==> src/rtl/cpu.sv <==
// Single-cycle RV32I core with a two-cycle load path through a registered data RAM.
// Optional macro CPU_REGFILE_RESET_EN: reset also clears the register file.
module cpu (
    input  logic        clk,
    input  logic        rst_n,
    output logic [31:0] inst_addr,
    input  logic [31:0] inst_data,
    output logic [31:0] data_addr,
    input  logic [31:0] data_rd,
    output logic [31:0] data_wr,
    output logic [3:0]  data_wr_en
);

    localparam logic [6:0] OP_LUI    = 7'b0110111;
    localparam logic [6:0] OP_AUIPC  = 7'b0010111;
    localparam logic [6:0] OP_JAL    = 7'b1101111;
    localparam logic [6:0] OP_JALR   = 7'b1100111;
    localparam logic [6:0] OP_BRANCH = 7'b1100011;
    localparam logic [6:0] OP_LOAD   = 7'b0000011;
    localparam logic [6:0] OP_STORE  = 7'b0100011;
    localparam logic [6:0] OP_IMM    = 7'b0010011;
    localparam logic [6:0] OP_REG    = 7'b0110011;

    logic [31:0] pc;
    logic        ld_wait;
    logic [31:0] rf [0:31];

    logic [6:0]  opcode;
    logic [4:0]  rd, rs1, rs2;
    logic [2:0]  funct3;
    logic        alt;
    logic [31:0] imm_i, imm_s, imm_b, imm_u, imm_j;
    logic [31:0] rs1_val, rs2_val;
    logic [31:0] ea;

    logic [31:0] next_pc;
    logic        wait_next;
    logic        wb_en;
    logic [31:0] wb_val;
    logic [3:0]  wr_en;
    logic [31:0] wr_data;
    logic [31:0] alu_b, alu_out;
    logic [4:0]  shamt;
    logic        taken;
    logic [31:0] ld_byte, ld_half;

    assign opcode = inst_data[6:0];
    assign rd     = inst_data[11:7];
    assign funct3 = inst_data[14:12];
    assign rs1    = inst_data[19:15];
    assign rs2    = inst_data[24:20];
    assign alt    = inst_data[30];

    assign imm_i = {{20{inst_data[31]}}, inst_data[31:20]};
    assign imm_s = {{20{inst_data[31]}}, inst_data[31:25], inst_data[11:7]};
    assign imm_b = {{19{inst_data[31]}}, inst_data[31], inst_data[7],
                    inst_data[30:25], inst_data[11:8], 1'b0};
    assign imm_u = {inst_data[31:12], 12'b0};
    assign imm_j = {{11{inst_data[31]}}, inst_data[31], inst_data[19:12],
                    inst_data[20], inst_data[30:21], 1'b0};

    assign rs1_val = (rs1 == 5'd0) ? 32'd0 : rf[rs1];
    assign rs2_val = (rs2 == 5'd0) ? 32'd0 : rf[rs2];

    assign ea        = rs1_val + ((opcode == OP_STORE) ? imm_s : imm_i);
    assign data_addr = {2'b00, ea[31:2]};
    assign inst_addr = pc;

    assign ld_byte = data_rd >> {ea[1:0], 3'b000};
    assign ld_half = data_rd >> {ea[1], 4'b0000};

    // Shared ALU for register-register and register-immediate forms
    always_comb begin
        alu_b   = (opcode == OP_REG) ? rs2_val : imm_i;
        shamt   = alu_b[4:0];
        alu_out = 32'd0;
        case (funct3)
            3'b000:  alu_out = (opcode == OP_REG && alt) ? rs1_val - alu_b
                                                         : rs1_val + alu_b;
            3'b001:  alu_out = rs1_val << shamt;
            3'b010:  alu_out = {31'd0, $signed(rs1_val) < $signed(alu_b)};
            3'b011:  alu_out = {31'd0, rs1_val < alu_b};
            3'b100:  alu_out = rs1_val ^ alu_b;
            3'b101:  alu_out = alt ? 32'($signed(rs1_val) >>> shamt)
                                   : rs1_val >> shamt;
            3'b110:  alu_out = rs1_val | alu_b;
            default: alu_out = rs1_val & alu_b;
        endcase
    end

    always_comb begin
        taken = 1'b0;
        case (funct3)
            3'b000:  taken = rs1_val == rs2_val;
            3'b001:  taken = rs1_val != rs2_val;
            3'b100:  taken = $signed(rs1_val) < $signed(rs2_val);
            3'b101:  taken = $signed(rs1_val) >= $signed(rs2_val);
            3'b110:  taken = rs1_val < rs2_val;
            3'b111:  taken = rs1_val >= rs2_val;
            default: taken = 1'b0;
        endcase
    end

    always_comb begin
        next_pc   = pc + 32'd4;
        wait_next = 1'b0;
        wb_en     = 1'b0;
        wb_val    = 32'd0;
        wr_en     = 4'b0000;
        wr_data   = 32'd0;
        case (opcode)
            OP_LUI: begin
                wb_en  = 1'b1;
                wb_val = imm_u;
            end
            OP_AUIPC: begin
                wb_en  = 1'b1;
                wb_val = pc + imm_u;
            end
            OP_JAL: begin
                wb_en   = 1'b1;
                wb_val  = pc + 32'd4;
                next_pc = pc + imm_j;
            end
            OP_JALR: begin
                wb_en   = 1'b1;
                wb_val  = pc + 32'd4;
                next_pc = (rs1_val + imm_i) & ~32'd1;
            end
            OP_BRANCH: begin
                if (taken) next_pc = pc + imm_b;
            end
            OP_LOAD: begin
                // First cycle holds pc while the RAM read is in flight
                if (!ld_wait) begin
                    next_pc   = pc;
                    wait_next = 1'b1;
                end else begin
                    wb_en = 1'b1;
                    case (funct3)
                        3'b000:  wb_val = {{24{ld_byte[7]}}, ld_byte[7:0]};
                        3'b001:  wb_val = {{16{ld_half[15]}}, ld_half[15:0]};
                        3'b100:  wb_val = {24'd0, ld_byte[7:0]};
                        3'b101:  wb_val = {16'd0, ld_half[15:0]};
                        default: wb_val = data_rd;
                    endcase
                end
            end
            OP_STORE: begin
                case (funct3)
                    3'b000: begin
                        wr_en   = 4'b0001 << ea[1:0];
                        wr_data = {24'd0, rs2_val[7:0]} << {ea[1:0], 3'b000};
                    end
                    3'b001: begin
                        wr_en   = 4'b0011 << {ea[1], 1'b0};
                        wr_data = {16'd0, rs2_val[15:0]} << {ea[1], 4'b0000};
                    end
                    3'b010: begin
                        wr_en   = 4'b1111;
                        wr_data = rs2_val;
                    end
                    default: ;
                endcase
            end
            OP_IMM, OP_REG: begin
                wb_en  = 1'b1;
                wb_val = alu_out;
            end
            default: ;
        endcase
    end

    assign data_wr    = wr_data;
    assign data_wr_en = rst_n ? wr_en : 4'b0000;

    always_ff @(posedge clk) begin
        if (!rst_n) begin
            pc      <= 32'd0;
            ld_wait <= 1'b0;
        end else begin
            pc      <= next_pc;
            ld_wait <= wait_next;
        end
    end

`ifdef CPU_REGFILE_RESET_EN
    always_ff @(posedge clk) begin
        if (!rst_n) begin
            for (int i = 0; i < 32; i++) rf[i] <= 32'd0;
        end else if (wb_en && rd != 5'd0) begin
            rf[rd] <= wb_val;
        end
    end
`else
    always_ff @(posedge clk) begin
        if (rst_n && wb_en && rd != 5'd0) rf[rd] <= wb_val;
    end
`endif

endmodule

==> config.mk <==
export PLATFORM = sky130hd
export DESIGN_NAME = cpu
export DESIGN_NICKNAME = d
export VERILOG_FILES = /design/src/rtl/cpu.sv
export SDC_FILE = /design/constraint.sdc
export NUM_CORES = 2
export LEC_CHECK = 0
export CORE_MARGIN = 2
export CORE_UTILIZATION = 40
export DETAILED_ROUTE_END_ITERATION = 6
export HOLD_SLACK_MARGIN = 0.06
export SLEW_MARGIN = 20
export SYNTH_ARGS = -nofsm -noshare
export SYNTH_HDL_FRONTEND = slang
export SYNTH_SLANG_ARGS = --single-unit
==> constraint.sdc <==
create_clock -name clk -period 22.8 [get_ports clk]
set_input_delay 5.7 -clock clk [delete_from_list [all_inputs] [get_ports clk]]
set_output_delay 5.7 -clock clk [all_outputs]
set_load 0.05 [all_outputs]
==> results.txt <==
The worst vdd rail ir drop is 0.06884 mV. Async set or reset register ratio after synthesis: 0. The worst clock skew is 0.1019 ns. The synthesized design spends more area on one cell type than any other, namely edfxtp_1.

Initial core utilization: 0.4014. The root buffer cell chosen for the clock tree is clkbuf_16. For the register area share after synthesis, the log shows 0.4574. The tools report the final HPWL from detailed placement as 206200 um. The leading cell type in the layout, fill and taps excluded was edfxtp_1. The wire length after detailed routing was 305300 um; the number of vias per cell was 6.880. For the total setup violations reported at the end of the flow, the log shows 0.

After synthesis the netlist holds a flip-flop and latch count of 1056. At the later pin of the worst-skew pair, clock insertion delay measures 0.79 ns. The logs give 3 for the count of H-tree levels built during CTS and 0.06863 mm2 for the total standard cell area after synthesis. Combinational fraction of design power: 0.232. For this design the static power due to leakage is 27.60 nW. The worst max-slew margin expressed relative to the limit is 0.1591, and the x dimension of the die is 418.2 um. The run gives 0 as the final-report max-slew violation count. The pre-antenna-repair detailed-routing pass consisted of 7 iterations. For the count of clock tree sinks, the log shows 1056. For the internal power, the log shows 0.003471 W. The mean instance size in the synthesized netlist was 12.27 um2. The first routing iteration left 8138 violations. The run gives 166 as the boundary pin count.

Measured along the y axis, the die boundary spans 418.2 um. The part of the cycle the worst path needs was 0.8072. The number of nets still failing antenna checks after routing was 0. Global routing finished with a remaining overflow of 0. The area of the die is 0.1749 mm2, and the total CTS buffers is 113.

The delay of the slowest cell on the worst path is 0.84 ns, and the fraction of post-synthesis cell area in the top cell type by area is 0.4481. Counting along the longest clock path gives a buffer depth of 3. The kind of path behind the tightest hold check was flip-flop to flip-flop. Walking the worst path, the cells encountered are buf_8, buf_12, or3_2, buf_4, o221ai_1, a21oi_1, o21ai_0, nand3_1, inv_1, fa_1, a21o_1, a21oi_1, o21bai_1, a21oi_1, inv_1, a21o_1, a21oi_1, o21ai_0, inv_1, o21ba_2, xnor2_1, clkdlybuf4s50_1. The total count of hold-check failures in the final report is 0, and the clock slew seen by the registers of the worst setup and hold paths is 0.09 ns. The critical path is of the input pin to output port type. The tools report the via count of the routed design as 55065. The run gives 54.34 MHz as the maximum frequency from static timing analysis. The prevailing post-synth register cell was edfxtp_1. The power per unit of standard cell area is 66.30 mW/mm2. In the layout the commonest cells are 1024 x edfxtp_1, 459 x mux4_2, 338 x nor2_1, 332 x nand2_1, 311 x o21ai_0. At the end of routability-driven placement, the weighted congestion stood at 1.065. For this run, design rule violations remaining after detail routing come to 2. The flow ran to the end, but the final reports show violations. The core area was 0.1710 mm2. At the pin with the least slew margin, the transition time is 1.257 ns. Counting flops with a built-in enable in the synthesized netlist gives 1024. Adding up every negative setup slack in the final design gives 0 ns.

The first-pass GRT wire length is 421300 um. The max-cap check violation count was 0; the number of warnings printed during yosys synthesis was 0. For the number of library cell types mapped by synthesis, the log shows 108. The worst path needs 18.40 ns of the cycle, external delays included.

The tools report the endpoint class of the critical path as an output port. After floorplanning, the core was divided into 152 placement rows. The largest individual stage delay along the critical path comes from the cell clkdlybuf4s50_1.

The switching power share of the total was 0.3172. Worst endpoint data arrival time: 12.70 ns. Buffers added to address setup during post-CTS repair amount to 0.

In this run the worst path has a maximum fanout of 92. The critical path's most frequent cell is a21oi_1. TritonCTS built the clock tree. By area the synthesized netlist is led by edfxtp_1 45%, mux4_2 15%, mux2i_1 4.3%.

STA puts the critical path data required time at 17.10 ns. The proportion of power drawn by flip-flops and latches was 0.416. The fraction of final layout cells sized beyond drive strength 1 is 0.1839, and the switching power total is 0.001613 W.

The average routed wire per standard cell was 38.14 um; the maximum number of pins on one net before global-route repair was 100. The logs give 0.3423 for the total track usage and 0 for the post-cts hold buffer count. For the post-layout total power, the log shows 0.005084 W.

Setup repair after global routing left no endpoint under its margin. Buffers placed on the I/O ports in this run total 162. The tools report the via count of the first global-routing pass as 53247. The run gives 12 as the initial antenna violation count.

Synthesis produced 5595 cells. After the last flow step, the layout net total stands at 5961. Post-CTS repair changed the size of 0 cells. The post-synthesis to final-layout area growth is 11.73%. The final reports fail on design-rule violations. The clock network fraction of total power was 0.352. STA classifies the critical path startpoint as an input pin.
-- power groups by stage --
stage               clock [W]  sequential, W  combinational, W
global route          0.00188        0.00212           0.00121
detailed placement          0        0.00216           0.00113
finish                0.00179        0.00212           0.00118
global placement            0        0.00216           0.00114
CTS                   0.00181        0.00212           0.00114
floorplan                   0        0.00216          0.000698
-- Yosys cell counts, drive strengths merged (101+ instances only) --
master	instances
nor2	368
inv	162
nor3	101
nand2	332
o21ai	326
mux2i	297
clkbuf	246
mux2	109
edfxtp	1024
buf	181
xnor2	106
a21oi	296
mux4	459
nand3	105
ha	218
-- cell type report --
| type | count | area (um2) |
|---|---|---|
| fill | 15401 | 94300 |
| multi-input combinational | 3980 | 35130 |
| sequential | 1056 | 31390 |
| timing repair buffer | 353 | 3146 |
| clock buffer | 136 | 2914 |
| tap | 2233 | 2794 |
| clock inverter | 72 | 663.1 |
| inverter | 166 | 623.1 |
| antenna | 8 | 20.02 |
-- metrics by stage --
step	hold slack (ns)	std cells	area [um2]	util	worst slack (ns)
2_1_floorplan	0.7968	5629	68750	-	6.424
5_1_grt	0.6957	7996	76660	0.4484	4.137
4_1_cts	0.6284	7993	76590	0.4480	4.527
6_report	0.6297	8004	76680	0.4485	4.396
3_3_place_gp	0.5923	7784	72990	0.4269	4.656
3_5_place_dp	0.6149	7785	73010	0.4270	4.573
-- sequential cells by signal, summed over array words and instances, names as in the netlist --
name	cells
ld_wait	1
rf	1024
inst_addr	31
-- per-layer routing --
metal / vias up / share of wire / global-route usage
li1: 22424 / - / -
met1: 28084 / 0.37 / 0.4279
met2: 3658 / 0.45 / 0.5323
met3: 891 / 0.099 / 0.07268
met4: 8 / 0.084 / 0.2353
met5: - / 0.00017 / 0
-- cells by family (layout without fill, tap and decap cells) --
family | after synthesis | in the layout | share of synthesized area
xor gates and xnor gates | 161 | 161 | 0.02055
adders and majority gates | 226 | 226 | 0.04193
muxes | 865 | 865 | 0.2120
other | 1 | 43 | 0.00005464
and+or+nand+nor | 1248 | 1248 | 0.08635
buffers and inverters | 593 | 727 | 0.03935
DFF | 1056 | 1056 | 0.4574
AOI/OAI and AO/OA | 1445 | 1445 | 0.1424
-- path summary, 6_finish.rpt --
check	start	end	slack, ns	cells past startpoint
max reg2reg	rf[28][9]	rf[17][27]	15.14	19
min reg2reg	inst_addr[31]	inst_addr[31]	0.63	2
min	inst_addr[31]	inst_addr[31]	0.63	2
max	inst_data[16]	data_addr[26]	4.40	22
-- critical path: cells and delay by family --
family,cells,cell delay [ns]
AO/OA/AOI/OAI,11,2.45
XOR/XNOR,1,0.13
adder cells (fa/ha/maj),1,0.46
buffers and inverters,7,2.98
AND/OR/NAND/NOR,2,0.67
Power figures use the tool's default switching activity.
